`config.mk`:
```
export PLATFORM = sky130hd
export DESIGN_NAME = rr_stream_mux_4_flat
export DESIGN_NICKNAME = d
export VERILOG_FILES = /design/src/rtl/stream_pkg.sv /design/src/rtl/rr_stream_mux_4_if.sv /design/src/rtl/rr_grant_4.sv /design/src/rtl/rr_stream_mux_4.sv /design/src/flat_wrapper.sv
export SDC_FILE = /design/constraint.sdc
export NUM_CORES = 1
export LEC_CHECK = 0
export CAP_MARGIN = 15
export CORE_MARGIN = 1.5
export CORE_UTILIZATION = 39
export CTS_BUF_LIST = sky130_fd_sc_hd__clkbuf_4 sky130_fd_sc_hd__clkbuf_8 sky130_fd_sc_hd__clkbuf_16
export CTS_CLUSTER_DIAMETER = 150
export CTS_CLUSTER_SIZE = 16
export DETAILED_ROUTE_END_ITERATION = 8
export GPL_TIMING_DRIVEN = 0
export PLACE_DENSITY = 0.82
export SYNTH_ARGS = -nofsm -noshare
export SYNTH_HDL_FRONTEND = slang
export SYNTH_HIERARCHICAL = 1
export SYNTH_SLANG_ARGS = --single-unit
```
`constraint.sdc`:
```
create_clock -name clk -period 3.7 [get_ports clk]
set_input_delay 0.37 -clock clk [delete_from_list [all_inputs] [get_ports clk]]
set_output_delay 0.37 -clock clk [all_outputs]
set_load 0.01 [all_outputs]
```
`src/rtl/stream_pkg.sv`:
```
// Shared constants and types for the 4-source round-robin stream mux.
package stream_pkg;

    localparam int unsigned SRC_N = 4;
    localparam int unsigned SEL_W = 2;

    typedef logic [SEL_W-1:0] sel_t;

    // Last-grant pointer value out of reset, so source 0 wins the first search.
    localparam sel_t PTR_RST = 2'd3;

endpackage

```
`src/rtl/rr_stream_mux_4_if.sv`:
```
// Bundle of the four producer streams and the single consumer stream.
//   d0..d3    : per-source data words
//   in_valid  : per-source valid
//   in_ready  : per-source accept (at most one bit set)
//   out_data  : selected word, registered
//   out_sel   : index of the source that produced out_data
//   out_valid : out_data/out_sel hold a beat
//   out_ready : consumer takes the beat this cycle
// slave is the mux side, master is the producer/consumer side.
interface rr_stream_mux_4_if #(
    parameter int unsigned W = 4
);
    import stream_pkg::*;

    logic [W-1:0]     d0;
    logic [W-1:0]     d1;
    logic [W-1:0]     d2;
    logic [W-1:0]     d3;
    logic [SRC_N-1:0] in_valid;
    logic [SRC_N-1:0] in_ready;
    logic [W-1:0]     out_data;
    sel_t             out_sel;
    logic             out_valid;
    logic             out_ready;

    modport slave (
        input  d0, d1, d2, d3, in_valid, out_ready,
        output in_ready, out_data, out_sel, out_valid
    );

    modport master (
        output d0, d1, d2, d3, in_valid, out_ready,
        input  in_ready, out_data, out_sel, out_valid
    );
endinterface

```
`src/rtl/rr_grant_4.sv`:
```
// Combinational round-robin grant over four requesters.
//   req          : request vector
//   last         : previously granted index; search starts at last+1
//   en           : gates the one-hot grant (index is still computed)
//   grant_onehot : one-hot grant, zero when en=0 or no request
//   grant_idx    : winning index (0 when no request)
//   any          : at least one request present
module rr_grant_4
    import stream_pkg::*;
(
    input  logic [SRC_N-1:0] req,
    input  sel_t             last,
    input  logic             en,
    output logic [SRC_N-1:0] grant_onehot,
    output sel_t             grant_idx,
    output logic             any
);

    logic found;
    sel_t cand;

    // Scan last+1 .. last+4 (mod 4); the final step lands back on last.
    always_comb begin
        found     = 1'b0;
        cand      = '0;
        grant_idx = '0;
        for (int unsigned k = 1; k <= SRC_N; k++) begin
            cand = last + SEL_W'(k);
            if (!found && req[cand]) begin
                found     = 1'b1;
                grant_idx = cand;
            end
        end
    end

    assign any          = |req;
    assign grant_onehot = (en && any) ? (SRC_N'(1) << grant_idx) : '0;

endmodule

```
`src/rtl/rr_stream_mux_4.sv`:
```
// Four valid/ready producers arbitrated round-robin into one registered
// output beat carrying the data word and its source index.
//   clk, rst_n : clock, asynchronous active-low reset
//   bus        : stream bundle (slave side), see rr_stream_mux_4_if
module rr_stream_mux_4
    import stream_pkg::*;
#(
    parameter int unsigned W = 4
) (
    input  logic                  clk,
    input  logic                  rst_n,
    rr_stream_mux_4_if.slave      bus
);

    logic             accept;
    logic             any;
    sel_t             grant_idx;
    logic [SRC_N-1:0] grant_onehot;
    logic [W-1:0]     sel_data;

    logic             out_valid_q, out_valid_d;
    logic [W-1:0]     out_data_q,  out_data_d;
    sel_t             out_sel_q,   out_sel_d;
    sel_t             last_q,      last_d;

    // Output slot is free, or is being drained this cycle.
    assign accept = ~out_valid_q | bus.out_ready;

    // rst_n in the enable keeps every in_ready low while reset is held.
    rr_grant_4 u_grant (
        .req          (bus.in_valid),
        .last         (last_q),
        .en           (accept & rst_n),
        .grant_onehot (grant_onehot),
        .grant_idx    (grant_idx),
        .any          (any)
    );

    // Data steering by grant index.
    always_comb begin
        sel_data = bus.d0;
        case (grant_idx)
            2'd0:    sel_data = bus.d0;
            2'd1:    sel_data = bus.d1;
            2'd2:    sel_data = bus.d2;
            default: sel_data = bus.d3;
        endcase
    end

    // Next state: capture on transfer, go empty on idle accept, hold on stall.
    always_comb begin
        out_valid_d = out_valid_q;
        out_data_d  = out_data_q;
        out_sel_d   = out_sel_q;
        last_d      = last_q;
        if (accept) begin
            if (any) begin
                out_valid_d = 1'b1;
                out_data_d  = sel_data;
                out_sel_d   = grant_idx;
                last_d      = grant_idx;
            end else begin
                out_valid_d = 1'b0;
            end
        end
    end

    // Output register and last-grant pointer.
    always_ff @(posedge clk or negedge rst_n) begin
        if (!rst_n) begin
            out_valid_q <= 1'b0;
            out_data_q  <= '0;
            out_sel_q   <= '0;
            last_q      <= PTR_RST;
        end else begin
            out_valid_q <= out_valid_d;
            out_data_q  <= out_data_d;
            out_sel_q   <= out_sel_d;
            last_q      <= last_d;
        end
    end

    assign bus.in_ready  = grant_onehot;
    assign bus.out_valid = out_valid_q;
    assign bus.out_data  = out_data_q;
    assign bus.out_sel   = out_sel_q;

endmodule

```
`src/flat_wrapper.sv`:
```
// flat-port wrapper written by rule: the top's interface ports become plain ports
module rr_stream_mux_4_flat import stream_pkg::*;
#(
    parameter int unsigned W = 4
)
  (clk, rst_n, bus_d0, bus_d1, bus_d2, bus_d3, bus_in_valid, bus_out_ready, bus_in_ready, bus_out_data, bus_out_sel, bus_out_valid);
  rr_stream_mux_4_if #(.W(W)) bus_i ();
  input  logic clk;
  input  logic rst_n;
  input wire logic [$bits(bus_i.d0)-1:0] bus_d0;
  input wire logic [$bits(bus_i.d1)-1:0] bus_d1;
  input wire logic [$bits(bus_i.d2)-1:0] bus_d2;
  input wire logic [$bits(bus_i.d3)-1:0] bus_d3;
  input wire logic [$bits(bus_i.in_valid)-1:0] bus_in_valid;
  input wire logic [$bits(bus_i.out_ready)-1:0] bus_out_ready;
  output wire logic [$bits(bus_i.in_ready)-1:0] bus_in_ready;
  output wire logic [$bits(bus_i.out_data)-1:0] bus_out_data;
  output wire logic [$bits(bus_i.out_sel)-1:0] bus_out_sel;
  output wire logic [$bits(bus_i.out_valid)-1:0] bus_out_valid;
  assign bus_i.d0 = bus_d0;
  assign bus_i.d1 = bus_d1;
  assign bus_i.d2 = bus_d2;
  assign bus_i.d3 = bus_d3;
  assign bus_i.in_valid = bus_in_valid;
  assign bus_i.out_ready = bus_out_ready;
  assign bus_in_ready = bus_i.in_ready;
  assign bus_out_data = bus_i.out_data;
  assign bus_out_sel = bus_i.out_sel;
  assign bus_out_valid = bus_i.out_valid;
  rr_stream_mux_4 #(.W(W)) u_core (.clk(clk), .rst_n(rst_n), .bus(bus_i));
endmodule
```
Word-level counts from Yosys, hierarchy flattened

Cells that the tools add are included.

Register bits after elaboration: 9
Bits in latches: 0
Memory bits (writable): 0
Bits in read-only memories: 0
Bits of input ports: 23
Output and inout bits: 11
Word-level logic and storage cells: 45
Memories: 0

Add/subtract/negate cells: 3
$mul: 0
Divide/modulo/power cells: 0
Order comparisons: 4
Equal/unequal tests: 2
Shift-type cells: 1
Muxes and demuxes: 18
Bitwise operators: 3
Reduce and logical (&&, ||, !) cells: 10

Operators with widths:

| operator                                                                     | count |
|---|---|
| 2-bit by 3-bit less-than comparator with 1-bit output, second input constant | 4 |
| 4-bit case mux with 3 select lines                                           | 1 |
| 1-bit binary-select mux with 2-bit select                                    | 4 |
| 1-bit 2-to-1 mux                                                             | 8 |
| 2-bit 2-to-1 mux                                                             | 4 |
| 2-bit adder, second input constant                                           | 2 |
| 1-bit logical AND                                                            | 4 |
| 4-bit 2-to-1 mux                                                             | 1 |
| 4-bit OR reduction                                                           | 1 |
| 1-bit by 2-bit left shift with 4-bit output, first input constant            | 1 |
| 1-bit logical NOT                                                            | 3 |
| 2-bit by 1-bit adder with 2-bit output, second input constant                | 1 |
| 2-bit by 1-bit equality test with 1-bit output, second input constant        | 1 |
| 2-bit equality test, second input constant                                   | 1 |
| 2-bit logical NOT                                                            | 1 |
| 2-bit AND reduction                                                          | 1 |
| 1-bit bitwise AND                                                            | 1 |
| 1-bit NOT                                                                    | 1 |
| 1-bit bitwise OR                                                             | 1 |

Depth between registers and ports, before layout

Word-level depth: 15
Mapped depth: 6
Mapped depth without buffers: 5

By module

Netlist, hierarchy kept.

By module, submodules not included:

| module          | instances | cells an instance | area an instance (µm²) | sequential area each (µm²) |
|---|---|---|---|---|
| rr_stream_mux_4 | 1         | 26                | 441.7                  | 227.7 |
| rr_grant_4      | 1         | 20                | 157.7                  | 0.0 |

Least setup slack after synthesis

OpenSTA, ideal clock, no wires.

Kind: reg-to-reg
Start point: register u_core.last_q[1]
End point: register u_core.out_data_q[0] (netlist: u_core/bus.out_data[0])
Library setup time: 0.125 ns
Arrival: 1.878 ns
Required time: 3.575 ns
Setup slack: 1.697 ns
Cell stages (with the launch flop): 7
Path buffers: 1
Period minus slack after synthesis: 2.003 ns
Cell sequence: dfstp_2 mux2i_1 a2bb2oi_1 nand2_1 buf_6 mux4_2 mux2_2

Longest elaborated chain between the ends: 15
Elaborated cells on any way between the ends: 28
Those cells by class: 3 x add/sub; 2 x eq/ne; 16 x mux; 7 x reduce/logical

RTL lines:

| item                                        | line                  | text |
|---|---|---|
| start: declaration                          | rr_stream_mux_4.sv:24 | `sel_t last_q, last_d;` |
| start signal: assignment                    | rr_stream_mux_4.sv:79 | `last_q <= last_d;` |
| 2-bit by 1-bit adder with 2-bit output      | rr_grant_4.sv:28      | `cand = last + SEL_W'(k);` |
| 1-bit binary-select mux with 2-bit select   | rr_grant_4.sv:29      | `if (!found && req[cand]) begin` |
| 1-bit 2-to-1 mux (implied by the code)      | rr_grant_4.sv:29      |  |
| 1-bit 2-to-1 mux                            | rr_grant_4.sv:29      |  |
| 1-bit logical NOT                           | rr_grant_4.sv:29      |  |
| 1-bit logical AND                           | rr_grant_4.sv:29      |  |
| 1-bit 2-to-1 mux                            | rr_grant_4.sv:29      |  |
| 1-bit logical NOT                           | rr_grant_4.sv:29      |  |
| 1-bit logical AND                           | rr_grant_4.sv:29      |  |
| 1-bit 2-to-1 mux                            | rr_grant_4.sv:29      |  |
| 1-bit logical NOT                           | rr_grant_4.sv:29      |  |
| 1-bit logical AND                           | rr_grant_4.sv:29      |  |
| 2-bit 2-to-1 mux (*)                        | rr_grant_4.sv:29      |  |
| named net u_core.grant_idx[0]               | rr_stream_mux_4.sv:17 | `sel_t grant_idx;` |
| 2-bit equality test (tied with other cells) | rr_stream_mux_4.sv:42 | `case (grant_idx)` |
| 4-bit case mux with 3 select lines (*)      | rr_stream_mux_4.sv:42 |  |
| end signal: assignment                      | rr_stream_mux_4.sv:77 | `out_data_q <= out_data_d;` |
| end: declaration                            | rr_stream_mux_4.sv:22 | `logic [W-1:0] out_data_q, out_data_d;` |

The timed path passes the listed nets; every way through them passes the cells marked *. The select of a mux whose other input is x is not followed.
A chain may end at the register's enable or synchronous reset.

Worst setup path after layout

Start point: input bus_in_valid[3]
End point: output bus_in_ready[2]

Longest elaborated chain between the ends: 14
Elaborated cells on any way between the ends: 25
Those cells by class: 1 x shift; 16 x mux; 8 x reduce/logical

RTL lines:

| item                                            | line                  | text |
|---|---|---|
| start: declaration                              | flat_wrapper.sv:14    | `input wire logic [$bits(bus_i.in_valid)-1:0] bus_in_valid;` |
| 1-bit binary-select mux with 2-bit select       | rr_grant_4.sv:29      |  |
| 1-bit 2-to-1 mux (implied by the code)          | rr_grant_4.sv:29      |  |
| 1-bit 2-to-1 mux                                | rr_grant_4.sv:29      |  |
| 1-bit logical NOT                               | rr_grant_4.sv:29      |  |
| 1-bit logical AND                               | rr_grant_4.sv:29      |  |
| 1-bit 2-to-1 mux                                | rr_grant_4.sv:29      |  |
| 1-bit logical NOT                               | rr_grant_4.sv:29      |  |
| 1-bit logical AND                               | rr_grant_4.sv:29      |  |
| 1-bit 2-to-1 mux                                | rr_grant_4.sv:29      |  |
| 1-bit logical NOT                               | rr_grant_4.sv:29      |  |
| 1-bit logical AND                               | rr_grant_4.sv:29      |  |
| 2-bit 2-to-1 mux (*)                            | rr_grant_4.sv:29      |  |
| named net u_core.grant_idx[1]                   | rr_stream_mux_4.sv:17 |  |
| 1-bit by 2-bit left shift with 4-bit output (*) | rr_grant_4.sv:37      | `assign grant_onehot = (en && any) ? (SRC_N'(1) << grant_idx) : '0;` |
| 4-bit 2-to-1 mux (*)                            | rr_grant_4.sv:37      |  |
| end: declaration                                | flat_wrapper.sv:16    | `output wire logic [$bits(bus_i.in_ready)-1:0] bus_in_ready;` |

Marks and branches as above.

==> flow_summary_export.csv <==
group,metric,value,unit
routing,ant_nets,0,
layout,multi_input_area,360,sq um
setup_path,critPathBufInv,2,
floorplan,io_pins,34,
setup_path,cp-endpoint,"bus_in_ready[2]",
setup_path,cpPeakStageDelay,0.54,ns
setup_path,cp-startpoint,"bus_in_valid[3]",
routing,first_pass_iters,4,
yosys,synth_fp_nets,69,
setup_path,cp.depth,5,
floorplan,coreArea,1370,sq um
grt,antenna_found_initial,0,
cts,postCtsSetupRepairBufs,0,
timing,finalHoldViolCount,0,
grt,grt_pass1_vias,601,
min_path,hold_path.class,"input pin to asynchronous set/reset pin",
timing,slew_viol_final,0,
timing,relSlewSlack,0.627,
floorplan,initial_core_util,0.439,
yosys,synth_adder_area_share,0,
yosys,synthMuxAreaShare,0.317,
routing,drt_wl_total,1.53,mm
setup_path,worstSetupEndpointType,"primary output",
layout,fillers,110,
layout,layout-drive-gt1-share,0.277,
timing,skew,0.00378,ns
routing,drc_errors,0,
floorplan,die_w,42.2,microns
yosys,netlist.area_leader.share,0.292,
pwr,vdd_ir_drop_max,0.356,mV
pwr,leakage,0.000391,uW
routing,routedWlPerCell,15.6,microns
setup_path,crit_slowest_cell,"clkdlybuf4s50_1",
place,placement.io_buffers,33,
cts,h-tree-depth,1,
setup_path,r2r_end,"u_core/bus.out_data[0]$_DFFE_PN0P_",
yosys,synth_area,599,sq um
yosys,syn_inst,46,
cts,clock_latency,0.26,ns
yosys,synth_top_family_by_area,"multiplexers",
setup_path,rrSetupSlack,1.52,ns
layout,final_nets,107,
yosys,synth_xor_area_frac,0,
cts,hold_buffers,0,
yosys,yosysWarnings,6,
timing,post-route-period-util,0.730,
setup_path,arrival,2.33,ns
setup_path,path_class,"input pin to primary output",
routing,vias_per_cell,5.40,
pwr,powerDensity,524,nW/um^2
cts,numCtsBuffers,3,
cts,cts_buffer_depth,2,
timing,timing.setup.tns,0,ns
setup_path,required,3.33,ns
layout,diodes,0,
place,hpwlAfterDp,1.26,mm
cts,cts.clk_slew.worst_paths,0.06,ns
grt,grt_pass1_wl,2.76,mm
layout,seqCellArea,228,sq um
floorplan,die_h,42.2,microns
place,gp_congestion,0.763,
setup_path,r2r_cells,6,
yosys,yosysUniqueCellTypes,25,
timing,setup_viol,0,
timing,worst_pin_slew,0.557,ns
timing,rsz0062_at_grt,"no",
setup_path,crit_path_start_kind,"input pin",
yosys,synth_seq_cells,9,
setup_path,crit_path_cell_trace,"clkdlybuf4s50_1 > nand3b_1 > a31oi_2 > and4_1 > clkdlybuf4s50_1",
routing,via_count,529,
run_status,outcome,"completed",
yosys,synth_area_leaders,"dfrtp_1 (29%), mux2_2 (15%), mux4_2 (15%)",
flow_run,maxCapViolations,0,
layout,post-route-util,0.716,
floorplan,dieArea,1780,sq um
setup_path,crit_family,"buffers and inverters",
floorplan,rows,13,
grt,grtUsageTotal,0.207,
layout,syn2layout_area_growth,63.3,%
yosys,synth-compound-area-share,0.134,
cts,clock_sinks,9,
yosys,avgSynthCellArea,13.0,sq um
cts,cts_root_buf,"clkbuf_4",
yosys,seq_area_frac_synth,0.380,
cts,cts_resized,0,
routing,initialDrtViolationCount,5,
setup_path,worst-path-max-fanout,10,
yosys,netlist.top_cell.by_area,"dfrtp_1",
timing,min_period,2.70,ns
setup_path,reg2reg_from,"u_core/last_q[1]$_DFFE_PN1P_",
grt,grt_max_degree,11,
setup_path,cpMostUsedCell,"clkdlybuf4s50_1",
grt,grt_overflow_total,0,
yosys,synth-simple-area-share,0.150,
cts,cts_tree,"built",
timing,fmax,0.370,GHz
==> placed cells by master (no fill, tap or decap), types with 2 or more instances in the layout <==
cell              n
dfstp_2           2
mux2_2            8
mux4_2            4
nand2b_1          3
clkbuf_4          4
nand2_1           3
dfrtp_1           7
clkdlybuf4s50_1  33
==> cell usage after synthesis <==
| cell | n |
|---|---|
| mux2_2 | 8 |
| dfrtp_1 | 7 |
| mux4_2 | 4 |
| nand2_1 | 3 |
| nand2b_1 | 3 |
| dfstp_2 | 2 |
| a211oi_1 | 1 |
| a21boi_0 | 1 |
| a21o_1 | 1 |
| a2bb2oi_1 | 1 |
| a31oi_2 | 1 |
| and2_1 | 1 |
| and2_4 | 1 |
| and2b_1 | 1 |
| and4_1 | 1 |
| buf_6 | 1 |
| mux2i_1 | 1 |
| nand3b_1 | 1 |
| nor2_1 | 1 |
| nor4_1 | 1 |
| o211a_1 | 1 |
| o21ba_2 | 1 |
| o21bai_1 | 1 |
| o2bb2ai_1 | 1 |
| or4_4 | 1 |
==> final cells by class <==
cell class / instances / share of cell area
clock buffer: 4 / 0.0307
tap: 15 / 0.0192
buffer: 1 / 0.0115
timing repair buffer: 33 / 0.338
sequential: 9 / 0.233
multi-input combinational: 36 / 0.368
==> cell families (layout without fill, tap and decap cells) <==
family	count (synthesis)	after routing
flip-flops	9	9
AND/OR/NAND/NOR	14	14
AO/OA/AOI/OAI	9	9
multiplexers	13	13
buffers and inverters	1	38
==> layer usage <==
layer	part of all wire	vias to the layer above	global-route usage	wire length, microns
li1	-	255	-	-
met1	0.40	262	0.226	611
met2	0.56	12	0.385	854
met3	0.042	0	0.0647	65
met4	0	0	0.0438	0
met5	0	-	0	0
==> flip-flops by register name (all words and copies together), names as in the netlist <==
register / flops
u_core/bus.out_data: 4
u_core/bus.out_sel: 2
u_core/last_q: 2
u_core/bus.out_valid: 1
==> report_power, final <==
| group | internal [uW] | leakage [uW] | switching [uW] |
|---|---|---|---|
| combinational | 163 | 0.000273 | 94.0 |
| clock | 48.9 | 0.0000184 | 34.1 |
| sequential | 144 | 0.000100 | 28.9 |
| total | 356 | 0.000391 | 157 |
==> worst register-to-register path: stages, from the launching register on <==
cell	delay, ns
dfstp_2	0.59
mux2i_1	0.26
a2bb2oi_1	0.26
nand2_1	0.10
buf_6	0.15
mux4_2	0.43
mux2_2	0.28
==> through the flow <==
| stage | std cells | area, sq um | hold slack, ns | total power (uW) | setup WS, ns |
|---|---|---|---|---|---|
| floorplan | 46 | 599 | 0.0744 | 314 | 1.70 |
| global placement | 94 | 948 | 0.487 | 424 | 0.999 |
| detailed placement | 94 | 948 | 0.492 | 435 | 0.981 |
| CTS | 98 | 978 | 0.424 | 519 | 0.969 |
| global route | 98 | 978 | 0.456 | 549 | 0.830 |
| finish | 98 | 978 | 0.417 | 513 | 1.00 |
==> how the worst min path moves through the flow <==
| stage | startpoint | end | depth (start not counted) |
|---|---|---|---|
| CTS | rst_n | u_core/bus.out_valid$_DFFE_PN0N_ | 1 |
| finish | rst_n | u_core/bus.out_valid$_DFFE_PN0N_ | 1 |
| floorplan | rst_n | u_core/bus.out_data[0]$_DFFE_PN0P_ | 0 |
| global placement | u_core/bus.out_data[2]$_DFFE_PN0P_ | u_core/bus.out_data[2]$_DFFE_PN0P_ | 1 |
| detailed placement | u_core/bus.out_data[2]$_DFFE_PN0P_ | u_core/bus.out_data[2]$_DFFE_PN0P_ | 1 |
| global route | rst_n | u_core/bus.out_valid$_DFFE_PN0N_ | 1 |
Note: power is estimated with default switching activity, not from simulation.
